`config.mk`:
```
export PLATFORM = sky130hd
export DESIGN_NAME = fpu_to_int_converter
export DESIGN_NICKNAME = d
export VERILOG_FILES = /design/src/rtl/FPU_types.sv /design/src/rtl/fpu_to_int_converter.sv
export SDC_FILE = /design/constraint.sdc
export NUM_CORES = 1
export LEC_CHECK = 0
export CAP_MARGIN = 5
export CORE_ASPECT_RATIO = 0.5
export CORE_MARGIN = 5
export CORE_UTILIZATION = 46
export DETAILED_ROUTE_END_ITERATION = 6
export GPL_TIMING_DRIVEN = 0
export PLACE_DENSITY = 0.72
export SETUP_SLACK_MARGIN = 0.4
export SYNTH_ARGS = -nofsm -noshare
export SYNTH_HDL_FRONTEND = slang
export SYNTH_SLANG_ARGS = --single-unit
```
`constraint.sdc`:
```
create_clock -name m_clk -period 2.1 [get_ports m_clk]
set_input_delay 0.525 -clock m_clk [delete_from_list [all_inputs] [get_ports m_clk]]
set_output_delay 0.525 -clock m_clk [all_outputs]
set_load 0.01 [all_outputs]
```
`src/rtl/FPU_types.sv`:
```
// Shared FPU type definitions: conversion/arith status codes.
package FPU_types;
  typedef enum logic [1:0] {
    EXACT     = 2'd0,
    OVERFLOW  = 2'd1,
    UNDERFLOW = 2'd2,
    INEXACT   = 2'd3
  } g_eStatus;
endpackage

```
`src/rtl/fpu_to_int_converter.sv`:
```
// Team-FPU operand (s | exp[EXP_W] | mant[MANT_W], hidden 1) to signed 32-bit
// integer, truncating toward zero. Alignment is done with an iterative
// one-bit-per-cycle shifter; special classes bypass the shifter with k=0.
module fpu_to_int_converter
  import FPU_types::*;
#(
  parameter int BIAS   = 1023,
  parameter int MANT_W = 20,
  parameter int EXP_W  = 11
) (
  input  logic                      m_clk,
  input  logic                      m_reset,
  input  logic                      m_validIn,
  output logic                      m_readyOut,
  input  logic [MANT_W+EXP_W:0]     m_dataIn,
  output logic                      m_validOut,
  input  logic                      m_readyIn,
  output logic [MANT_W+EXP_W:0]     m_dataOut,
  output g_eStatus                  m_statusOut
);

  localparam int W  = 1 + EXP_W + MANT_W;
  localparam int AW = W - 1;                  // magnitude accumulator width
  localparam int CW = $clog2(MANT_W + 1);     // shift counter width

  // exponent-field landmarks: E=0, E=MANT_W (no shift), E=W-1 (edge of range)
  localparam logic [EXP_W-1:0] EF_ONE  = EXP_W'(BIAS);
  localparam logic [EXP_W-1:0] EF_NOSH = EXP_W'(BIAS + MANT_W);
  localparam logic [EXP_W-1:0] EF_TOP  = EXP_W'(BIAS + W - 1);
  localparam logic [EXP_W-1:0] EF_INF  = {EXP_W{1'b1}};

  localparam logic [1:0] S_IDLE  = 2'd0;
  localparam logic [1:0] S_ALIGN = 2'd1;
  localparam logic [1:0] S_SIGN  = 2'd2;
  localparam logic [1:0] S_DONE  = 2'd3;

  logic [1:0]        state;
  logic [AW-1:0]     acc;
  logic [CW-1:0]     cnt;
  logic              dir_left;
  logic              sticky;
  logic              special;
  logic              neg;
  logic [W-1:0]      spec_data;
  g_eStatus          spec_st;

  // decode of the incoming operand
  logic              in_s;
  logic [EXP_W-1:0]  in_ef;
  logic [MANT_W-1:0] in_m;
  assign in_s  = m_dataIn[W-1];
  assign in_ef = m_dataIn[W-2:MANT_W];
  assign in_m  = m_dataIn[MANT_W-1:0];

  logic              c_special;
  logic [W-1:0]      c_data;
  g_eStatus          c_st;
  logic [CW-1:0]     c_k;
  logic              c_left;
  logic [EXP_W-1:0]  c_diff;

  // classify operand in priority order; only 0<=E<W-1 takes the shifter
  always_comb begin
    c_special = 1'b1;
    c_data    = '0;
    c_st      = EXACT;
    c_k       = '0;
    c_left    = 1'b0;
    c_diff    = '0;
    if (in_ef == '0) begin
      c_st = (in_m == '0) ? EXACT : UNDERFLOW;
    end else if (in_ef == EF_INF || in_ef > EF_TOP ||
                 (in_ef == EF_TOP && !(in_s && in_m == '0))) begin
      c_data = in_s ? {1'b1, {(W-1){1'b0}}} : {1'b0, {(W-1){1'b1}}};
      c_st   = OVERFLOW;
    end else if (in_ef == EF_TOP) begin
      c_data = {1'b1, {(W-1){1'b0}}};          // exactly -2^(W-1)
    end else if (in_ef < EF_ONE) begin
      c_st = INEXACT;
    end else begin
      c_special = 1'b0;
      if (in_ef >= EF_NOSH) begin
        c_left = 1'b1;
        c_diff = in_ef - EF_NOSH;
      end else begin
        c_diff = EF_NOSH - in_ef;
      end
      c_k = c_diff[CW-1:0];
    end
  end

  assign m_readyOut = (state == S_IDLE);
  assign m_validOut = (state == S_DONE);

  logic [W-1:0] mag_ext;
  assign mag_ext = {1'b0, acc};

  // control FSM with accumulator, shifter and result registers
  always_ff @(posedge m_clk) begin
    if (m_reset) begin
      state       <= S_IDLE;
      acc         <= '0;
      cnt         <= '0;
      dir_left    <= 1'b0;
      sticky      <= 1'b0;
      special     <= 1'b0;
      neg         <= 1'b0;
      spec_data   <= '0;
      spec_st     <= EXACT;
      m_dataOut   <= '0;
      m_statusOut <= EXACT;
    end else begin
      case (state)
        S_IDLE: if (m_validIn) begin
          acc       <= c_special ? '0 : AW'({1'b1, in_m});
          spec_data <= c_data;
          spec_st   <= c_st;
          special   <= c_special;
          neg       <= in_s;
          cnt       <= c_k;
          dir_left  <= c_left;
          sticky    <= 1'b0;
          state     <= S_ALIGN;
        end
        S_ALIGN: begin
          if (cnt != '0) begin
            if (dir_left) begin
              acc <= {acc[AW-2:0], 1'b0};
            end else begin
              acc    <= {1'b0, acc[AW-1:1]};
              sticky <= sticky | acc[0];
            end
            cnt <= cnt - 1'b1;
          end else begin
            state <= S_SIGN;
          end
        end
        S_SIGN: begin
          if (special) begin
            m_dataOut   <= spec_data;
            m_statusOut <= spec_st;
          end else begin
            m_dataOut   <= neg ? (~mag_ext + 1'b1) : mag_ext;
            m_statusOut <= sticky ? INEXACT : EXACT;
          end
          state <= S_DONE;
        end
        default: if (m_readyIn) state <= S_IDLE;
      endcase
    end
  end

endmodule

```
# Word level (Yosys, flattened, before mapping)
# Index checks and enable logic that the tools add are counted.
dict set report word_totals {
  register_bits 110
  inputBits 36
  output_inout_bits 36
  word_cells 87
}
dict set report classes {
  n_mux 43
  addsub 4
  magnitude_cmp 3
  n_reduce_logical 15
  n_eq_ne 9
  n_bitwise 2
}
# operator n
set ops {}
lappend ops {{$mux W32} 6}
lappend ops {{$mux W31} 3}
lappend ops {{$pmux W31 S2} 1}
lappend ops {{$mux W5} 7}
lappend ops {{$add A32 B1 Y32 const B} 1}
lappend ops {{$not A31 Y32} 1}
lappend ops {{$eq A11 B11 Y1 const B} 2}
lappend ops {{$mux W21} 1}
lappend ops {{$logic_not A20 Y1} 1}
lappend ops {{$mux W2} 10}
lappend ops {{$mux W1} 12}
lappend ops {{$ge A11 B11 Y1 const B} 1}
lappend ops {{$gt A11 B11 Y1 const B} 1}
lappend ops {{$logic_not A11 Y1} 1}
lappend ops {{$lt A11 B10 Y1 const B} 1}
lappend ops {{$pmux W5 S2} 1}
lappend ops {{$ne A2 B2 Y1 const B} 4}
lappend ops {{$pmux W2 S3} 1}
lappend ops {{$reduce_and A3 Y1} 2}
lappend ops {{$reduce_bool A5 Y1} 1}
lappend ops {{$sub A5 B1 Y5 const B} 1}
lappend ops {{$sub A5 B5 Y5 const A} 1}
lappend ops {{$sub A5 B5 Y5 const B} 1}
lappend ops {{$eq A2 B2 Y1 const B} 2}
lappend ops {{other kinds (11)} 13}

# Longest topological paths before layout
dict set report logic_depth {
  ltp_word 10
  depth_mapped 9
  mapped_depth_nobuf 7
}

# Worst setup path after synthesis
# Ideal clock, no wire load.
dict set report synth_path {
  kind {reg-to-reg}
  from {register acc[17]}
  to {register m_dataOut[25]}
  setup_time_ps 117
  required_time_ps 1983
  period_less_slack_ps 2114
  setup_slack_ps -14
  stages_incl_launch_ff 7
  n_path_buf 1
  arrival_ps 1996
  cell_sequence {dfxtp_1 -> or4_1 -> or3_1 -> buf_6 -> nor4b_1 -> mux2i_1 -> nand2_1}
}
dict set report synth_via {
  elab_chain_len 4
}
# item line_no
set synth_rtl {}
lappend synth_rtl {{start, declared} fpu_to_int_converter.sv:38} ;# logic [AW-1:0] acc;
lappend synth_rtl {{start signal, assigned} fpu_to_int_converter.sv:115} ;# acc <= c_special ? '0 : AW'({1'b1, in_m});
lappend synth_rtl {{start signal, assigned} fpu_to_int_converter.sv:128} ;# acc <= {acc[AW-2:0], 1'b0};
lappend synth_rtl {{start signal, assigned} fpu_to_int_converter.sv:130} ;# acc <= {1'b0, acc[AW-1:1]};
lappend synth_rtl {{$not A31 Y32} fpu_to_int_converter.sv:143} ;# m_dataOut <= neg ? (~mag_ext + 1'b1) : mag_ext;
lappend synth_rtl {{$add A32 B1 Y32} fpu_to_int_converter.sv:143}
lappend synth_rtl {{$mux W32} fpu_to_int_converter.sv:143}
lappend synth_rtl {{$mux W32} fpu_to_int_converter.sv:139} ;# if (special) begin
lappend synth_rtl {{end signal, assigned} fpu_to_int_converter.sv:140} ;# m_dataOut <= spec_data;
lappend synth_rtl {{end signal, assigned} fpu_to_int_converter.sv:143}
lappend synth_rtl {{end, declared} fpu_to_int_converter.sv:18} ;# output logic [MANT_W+EXP_W:0] m_dataOut,
# Every way passes these cells.
# A chain may end at the register's enable or synchronous reset.

# Worst setup path after layout
dict set report layout_path {
  from {register acc[25]}
  to {register m_dataOut[30]}
}
# Same word-level chain as after synthesis.

==> metrics.log <==
[metrics] largest family of logic cells by synthesized area: compound AO/OA/AOI/OAI gates
[metrics] top routing layer in use: met4
[metrics] xor-xnor portion of the synthesized cell area: 3.013%
[metrics] Total Die Area: 13040 sq um
[metrics] worst setup timing slack at the placement stage: -0.5335 ns
[metrics] multiplexer share of the synthesized area: 7.749%
[metrics] Final Non-Filler Cells: 938
[metrics] height of the die: 83.29 microns
[metrics] total global routing track utilization: 29.79%
[metrics] Net Count, Synth: 670
[metrics] initial antenna violation count: 0
[metrics] setup repair after global routing missed its margin: true
[metrics] share of post-route cells with drive strength above 1: 43.98%
[metrics] Peak supply drop: 1.014 mV
[metrics] mean post-synth cell area: 7.918 sq um
[metrics] site row count: 26
[metrics] global-route wire length before repair: 31060 microns
[metrics] area of the placeable core: 10340 sq um
[metrics] top fanout value on the critical path: 9
[metrics] via count of the first global-routing pass: 5649
[metrics] number of nets in the finished design: 839
[metrics] run status: finished, violations left
[metrics] initial standard-cell utilization of the core: 47.76%
[metrics] cell at the root of the clock tree: sky130_fd_sc_hd__clkbuf_16
[metrics] Clock Sinks: 80
[metrics] Inserted Clock Buffers: 9
[metrics] register bit total from synthesis: 80
[metrics] top post-synthesis cells by area: sky130_fd_sc_hd__dfxtp_1 32%, sky130_fd_sc_hd__mux2_2 5.9%, sky130_fd_sc_hd__o21ai_0 4.8%, sky130_fd_sc_hd__nor2_1 4.5%, sky130_fd_sc_hd__a21oi_1 4.2%
[metrics] Via density: 6.759
[metrics] Simple-Gate Fraction of Synth Area: 24.08%
[metrics] count of pins on the block boundary: 72
[metrics] remaining global-route overflow: 0
[metrics] Pleak: 3.305 nW
[metrics] met2 wire length: 10380 microns
[metrics] depth of the worst register-to-register path: 5
[metrics] quantity of hold-fixing buffers added after cts: 0
[metrics] Final ANT Viol Nets: 0
[metrics] M1 wire length: 9078 microns
[metrics] Peak Freq: 446.4 MHz
[metrics] netlist area before placement: 4941 sq um
[metrics] category of the worst setup path launch point: flip-flop
[metrics] fraction of synthesized cell area taken by the top area cell type: 32.41%
[metrics] cell with the most instances after synthesis: sky130_fd_sc_hd__dfxtp_1
[metrics] Final Cycle Share: 106.7%
[metrics] share of flip-flops with an asynchronous set or reset: 0%
[metrics] DIE WIDTH: 156.6 microns
[metrics] Crit. End Element: flip-flop
[metrics] violated checks: negative setup slack
[metrics] via count: 6340
[metrics] commonest cells in the synthesized netlist: 80 x sky130_fd_sc_hd__dfxtp_1, 59 x sky130_fd_sc_hd__nor2_1, 47 x sky130_fd_sc_hd__o21ai_0
[metrics] Hold Fails Final Rpt: 0
[metrics] Max-cap violations: 0
[metrics] Layout Skew: 0.006614 ns
[metrics] shortest clock period the worst path allows after layout: 2.240 ns
[metrics] PnR worst setup slack: -0.1403 ns
[metrics] type of the tightest min-delay check: in -> reg
[metrics] most frequently used flop master after synthesis: sky130_fd_sc_hd__dfxtp_1
[metrics] fin. max-slew vios: 0
[metrics] instance count of the mapped netlist: 624
[metrics] tightest slew margin relative to the limit: 54.38%
[metrics] slew at the pin with the worst max-slew slack: 0.6781 ns
[metrics] number of violations reported at the end of detailed-routing iteration 0: 932
[metrics] cell count after placement: 834
[metrics] Final setup viols: 2
[metrics] synthesized-area fraction occupied by ao, oa, aoi and oai cells: 24.21%
[metrics] library cell occupying the most area in the post-synthesis netlist: sky130_fd_sc_hd__dfxtp_1
[metrics] drt total wl: 23080 microns
[metrics] Critical Setup Path Class: reg -> reg
[metrics] hold-critical path depth: 3
[metrics] remaining routing DRC violations: 0
[metrics] Pwr per Cell Area: 1642 nW/um^2
[metrics] drt wl/cell: 24.60 microns
[metrics] # port buffers: 70
[metrics] TritonCTS clock tree: yes
[metrics] internal reg-to-reg setup slack: -0.14 ns
[metrics] synthesis-to-finish area growth: 67.61%
[metrics] CTS HTree Levels: 3
[metrics] count of unique library cells instantiated by Yosys: 62
[metrics] clock latency of the later-clocked register in the worst-skew pair: 0.35 ns
[metrics] met3 wire length: 2704 microns
[metrics] Longest Clk Path Bufs: 2
[metrics] DR pass1 iterations: 5
[metrics] EDFF count, synth: 0
[metrics] data required time at the worst endpoint: 2.34 ns
[metrics] count of yosys warnings during synthesis: 0
[metrics] signal arrival time at the worst endpoint: 2.48 ns
[metrics] Reg clk slew, reported paths: 0.07 ns
[metrics] ant diodes: 0
[metrics] maximum number of pins on one net before global-route repair: 15
[metrics] gpl congestion: 0.8661
[metrics] post-synthesis sequential area ratio: 32.41%
[metrics] half-perimeter wire length after placement: 12070 microns
[metrics] adder-cell share of the synthesized area: 2.532%
[worst max-delay path: stages (launching register included)]
cell and delay, ns:
sky130_fd_sc_hd__dfxtp_1 0.40, sky130_fd_sc_hd__nor4_1 0.65, sky130_fd_sc_hd__nand3b_1 0.32, sky130_fd_sc_hd__o41ai_4 0.44, sky130_fd_sc_hd__xnor2_1 0.11, sky130_fd_sc_hd__o221a_1 0.20
[cells in the final DEF, fill, tap and decap left out, types with 7 or more instances in the layout]
master | netlist | layout
sky130_fd_sc_hd__clkdlybuf4s50_1 | 0 | 7
sky130_fd_sc_hd__nand3_1 | 23 | 18
sky130_fd_sc_hd__inv_1 | 26 | 21
sky130_fd_sc_hd__mux2_2 | 26 | 25
sky130_fd_sc_hd__o2111ai_1 | 10 | 9
sky130_fd_sc_hd__dfxtp_1 | 80 | 57
sky130_fd_sc_hd__o21ai_0 | 47 | 36
sky130_fd_sc_hd__buf_6 | 1 | 35
sky130_fd_sc_hd__nor4_4 | 2 | 9
sky130_fd_sc_hd__a21oi_2 | 0 | 15
sky130_fd_sc_hd__o211ai_1 | 10 | 10
sky130_fd_sc_hd__a21oi_1 | 41 | 24
sky130_fd_sc_hd__nand4_1 | 7 | 7
sky130_fd_sc_hd__clkbuf_2 | 0 | 17
sky130_fd_sc_hd__dlymetal6s2s_1 | 0 | 14
sky130_fd_sc_hd__nor3_1 | 20 | 12
sky130_fd_sc_hd__xnor2_1 | 7 | 7
sky130_fd_sc_hd__buf_8 | 0 | 11
sky130_fd_sc_hd__nand2b_1 | 9 | 8
sky130_fd_sc_hd__dfxtp_2 | 0 | 10
sky130_fd_sc_hd__dlygate4sd2_1 | 0 | 38
sky130_fd_sc_hd__a221oi_2 | 0 | 11
sky130_fd_sc_hd__a221oi_4 | 0 | 9
sky130_fd_sc_hd__clkbuf_16 | 0 | 10
sky130_fd_sc_hd__mux2i_1 | 9 | 8
sky130_fd_sc_hd__nor2_1 | 59 | 54
sky130_fd_sc_hd__xor2_1 | 10 | 10
sky130_fd_sc_hd__dfxtp_4 | 0 | 13
sky130_fd_sc_hd__nand2_2 | 0 | 10
sky130_fd_sc_hd__nand2_1 | 42 | 27
sky130_fd_sc_hd__buf_4 | 0 | 55
sky130_fd_sc_hd__clkbuf_8 | 0 | 7
sky130_fd_sc_hd__o22ai_1 | 8 | 7
[stage by stage]
step	total power [mW]	TNS [ns]	area [sq um]	hold slack [ns]	utilization (%)
floorplan	5.672	0	5194	0.4405	-
global placement	7.080	-14.57	6070	0.4578	58.67
detailed placement	7.170	-15.89	6070	0.4667	58.67
CTS	11.15	0	7458	0.4766	72.10
global route	14.03	-0.2706	8282	0.4769	80.06
finish	13.59	-0.1502	8282	0.4610	80.06
[kinds of logic after synthesis]
logic type,count (synthesis)
simple gates,225
flops,80
fa+ha+maj,10
mux,35
buf+inv,77
compound gates,180
xor+xnor,17
[power breakdown]
part	switching, mW	internal (mW)	leakage [nW]
registers	0.630	2.04	0.666
clock network	0.710	0.836	0.131
logic	4.90	4.48	2.51
total	6.24	7.36	3.31
[what timing repair did]
item,CTS,global route
setup endpoints to repair,116,79
gates resized for setup,256,183
pin swaps,57,51
cloned,5,1
setup buffers,57,25
[worst paths after layout]
path / startpoint / endpoint
worst max-delay path: acc[25] / m_dataOut[30]
worst min-delay path: m_dataIn[22] / cnt[2]
worst max register to register: acc[25] / m_dataOut[30]
worst min register to register: m_dataOut[3] / m_dataOut[3]
[cell type report]
type / count / area, sq um
Clock inverter: 6 / 45.04
Sequential cell: 80 / 1663
Inverter: 26 / 106.4
Buffer: 51 / 437.9
Clock buffer: 10 / 239.0
Fill cell: 595 / 2063
Tap cell: 140 / 175.2
Multi-Input combinational cell: 468 / 4088
Timing Repair Buffer: 157 / 1528
[layer usage]
metal | vias up | GRT usage (%)
li1 | 2687 | -
met2 | 491 | 46.46
met3 | 107 | 6.023
met1 | 3055 | 41.07
met5 | - | 0
met4 | 0 | 9.685
[registers in the layout, indices dropped and copies added, names as in the netlist]
name / count
sticky: 1
spec_st: 2
state: 2
dir_left: 1
neg: 1
spec_data: 2
acc: 31
m_statusOut: 2
m_dataOut: 32
special: 1
cnt: 5
Power figures use the tool's default switching activity.
==> RTL edit: new RTL, same flow settings <==
Set the parameter `MANT_W` to 30 (it was 20).
--- a/src/rtl/fpu_to_int_converter.sv
+++ b/src/rtl/fpu_to_int_converter.sv
@@ -5,7 +5,7 @@
   import FPU_types::*;
 #(
   parameter int BIAS   = 1023,
-  parameter int MANT_W = 20,
+  parameter int MANT_W = 30,
   parameter int EXP_W  = 11
 ) (
   input  logic                      m_clk,
Ports: changed (resized m_dataIn and m_dataOut); port bits go from 72 to 92. No check against the original RTL was run, so the function may have changed too.
==> RTL edit against the original RTL <==
- the run still ends with negative setup slack left
- sequential cell count increased by 20
- critical path type unchanged
- wire length is 17% higher
- synthesized area increased by 26%
- power increased by 14%
- worst setup slack worse by 0.40 ns
- combinational power up 11%
- critical path depth increased by 1
- cell area up 22%
==> RTL edit: results (changes against the original RTL) <==
| Metric | Value |
|---|---|
| Status | `finished with violations` |
| Violated checks | `negative setup slack` |
| Hold Path End | `m_dataOut[12]$_SDFFE_PP0N_` |
| Hold depth | `2 (-1)` |
| Critical path peak fanout | `8 (-1)` |
| Xor and xnor area share after synthesis | `2.96% (-0.049 points)` |
| Final setup margin | `-0.537 ns (-0.397 ns)` |
| Slowest-stage cell, CP | `or4_4` |
| Final setup fails | `58 (+56)` |
| Final Non-Filler Cells | `1,154 (+23%)` |
| CP top delay family | `simple AND/OR/NAND/NOR gates` |
| Syn nets | `842 (+26%)` |
| Final net count | `1,032 (+23%)` |
| GRT Resource Usage Total | `29.7% (-0.088 points)` |
| WP data arrival | `2.86 ns (+0.38 ns)` |
| Detail Route met2 WL | `12.2 mm (+17%)` |
| Routed len/inst | `23.4 µm (-4.8%)` |
| RR Endpoint | `m_dataOut[41]$_SDFFE_PP0N_` |
| GPL Wtd Cong | `0.934 (+7.8%)` |
| Mux cell area share after synthesis | `8.15% (+0.40 points)` |
| Pleak | `3.99 nW (+21%)` |
| Mean Syn Cell Area | `7.92 µm² (about the same)` |
| Wl on met1 | `11.1 mm (+22%)` |
| Post-synthesis sequential area ratio | `32.3% (-0.14 points)` |
| Final HPWL DP | `16.2 mm (+34%)` |
| Max IR drop VDD | `0.708 mV (-30%)` |
| Delay of the slowest critical-path stage | `0.53 ns (-0.12 ns)` |
| GR Layer Usage met1 | `40.5% (-0.58 points)` |
| Compound-Gate Fraction of Synth Area | `22.4% (-1.8 points)` |
| YS warnings | `0 (unchanged)` |
| Layout cells sized above 1 | `38.4% (-5.5 points)` |
| Clock Latency Late Sink | `0.35 ns (about the same)` |
| Slew @ Worst Pin | `0.841 ns (+0.162 ns)` |
| Highest Signal Layer | `met4` |
| Pin count of the biggest net entering global routing | `19 (+4)` |
| Min Hold Slack | `0.450 ns (-0.0106 ns)` |
| Initial DRT Pass Iterations | `6 (+1)` |
| Vias/cell | `6.62 (-2.1%)` |
| Clock skew | `0.00715 ns (+0.000541 ns)` |
| Top flop regs | `m_dataOut x42, acc x41, cnt x5` |
| First-pass GRT wire length | `38.0 mm (+22%)` |
| DR iter-0 viols | `1,012 (+8.6%)` |
| Yosys cell types | `61 (-1.6%)` |
| Fillcell total | `887 (+49%)` |
| Met2 Usage GRT | `46.1% (-0.36 points)` |
| CTS resizes | `336 (+31%)` |
| Synth top area cells | `dfxtp_1 (32%), mux2_2 (6.5%), a221oi_1 (4.7%)` |
| Reg2reg start | `acc[20]$_SDFFE_PP0P_` |
| Worst-case reg-to-reg path depth | `6 (+1)` |
| IO buf count | `90 (+29%)` |
| Met3 Track Usage GR | `8.15% (+2.1 points)` |
| Hold Path Origin | `m_dataOut[12]$_SDFFE_PP0N_` |
| Tightest Hold Check Type | `flip-flop to flip-flop` |
| Number of global-route vias before repair | `6,929 (+23%)` |
| Synth cell count leaders | `dfxtp_1 (100), nor2_1 (74), clkbuf_1 (55)` |
| Synth Area in Adders | `2.62% (+0.090 points)` |
| Post-CTS setup buffers | `70 (+23%)` |
| DR WL met3 | `2.98 mm (+10%)` |
[RTL edit: cell types whose count changed after synthesis, sizes merged, moves of 13 or more]
cell / unedited run / this run
a221oi: 20 / 33
o21ai: 47 / 31
nor3: 20 / 50
nor2: 59 / 75
nor4: 20 / 35
dfxtp: 80 / 100
[RTL edit: final cells by class]
class,instances,area [µm²],share of cell area (%)
Clock inverter,7,105,1.04
Buffer,70,568,5.62
Multi-Input combinational cell,593,5110,50.6
Sequential cell,100,2040,20.1
Inverter,20,81.3,0.805
Clock buffer,9,225,2.23
Timing Repair Buffer,179,1760,17.4
Tap cell,176,220,2.18
[RTL edit: where the power goes]
group,leakage (nW),internal [mW],switching (mW)
logic,3.01,4.66,5.75
clock network,0.159,1.07,0.846
registers,0.824,2.52,0.673
total,3.99,8.25,7.27
[RTL edit: stage by stage]
stage	setup WS [ns]	TNS, ns	area (µm²)
after global routing	-0.584	-11.97	10100
after detailed placement	-1.13	-54.80	7600
after CTS	-0.571	-5.59	9460
after floorplan	-0.381	-10.86	6480
after global placement	-1.11	-53.24	7600
final	-0.537	-9.35	10100
[RTL edit: worst max path at each step]
stage	depth (start not counted)	slack [ns]	start	end
finish	6	-0.54	acc[20]$_SDFFE_PP0P_	m_dataOut[41]$_SDFFE_PP0N_
detailed placement	8	-1.13	m_dataIn[32]	acc[4]$_SDFFE_PP0P_
global route	6	-0.58	acc[20]$_SDFFE_PP0P_	m_dataOut[41]$_SDFFE_PP0N_
floorplan	7	-0.38	acc[13]$_SDFFE_PP0P_	m_dataOut[41]$_SDFFE_PP0N_
CTS	7	-0.57	acc[14]$_SDFFE_PP0P_	m_dataOut[41]$_SDFFE_PP0N_
global placement	8	-1.11	m_dataIn[32]	acc[4]$_SDFFE_PP0P_
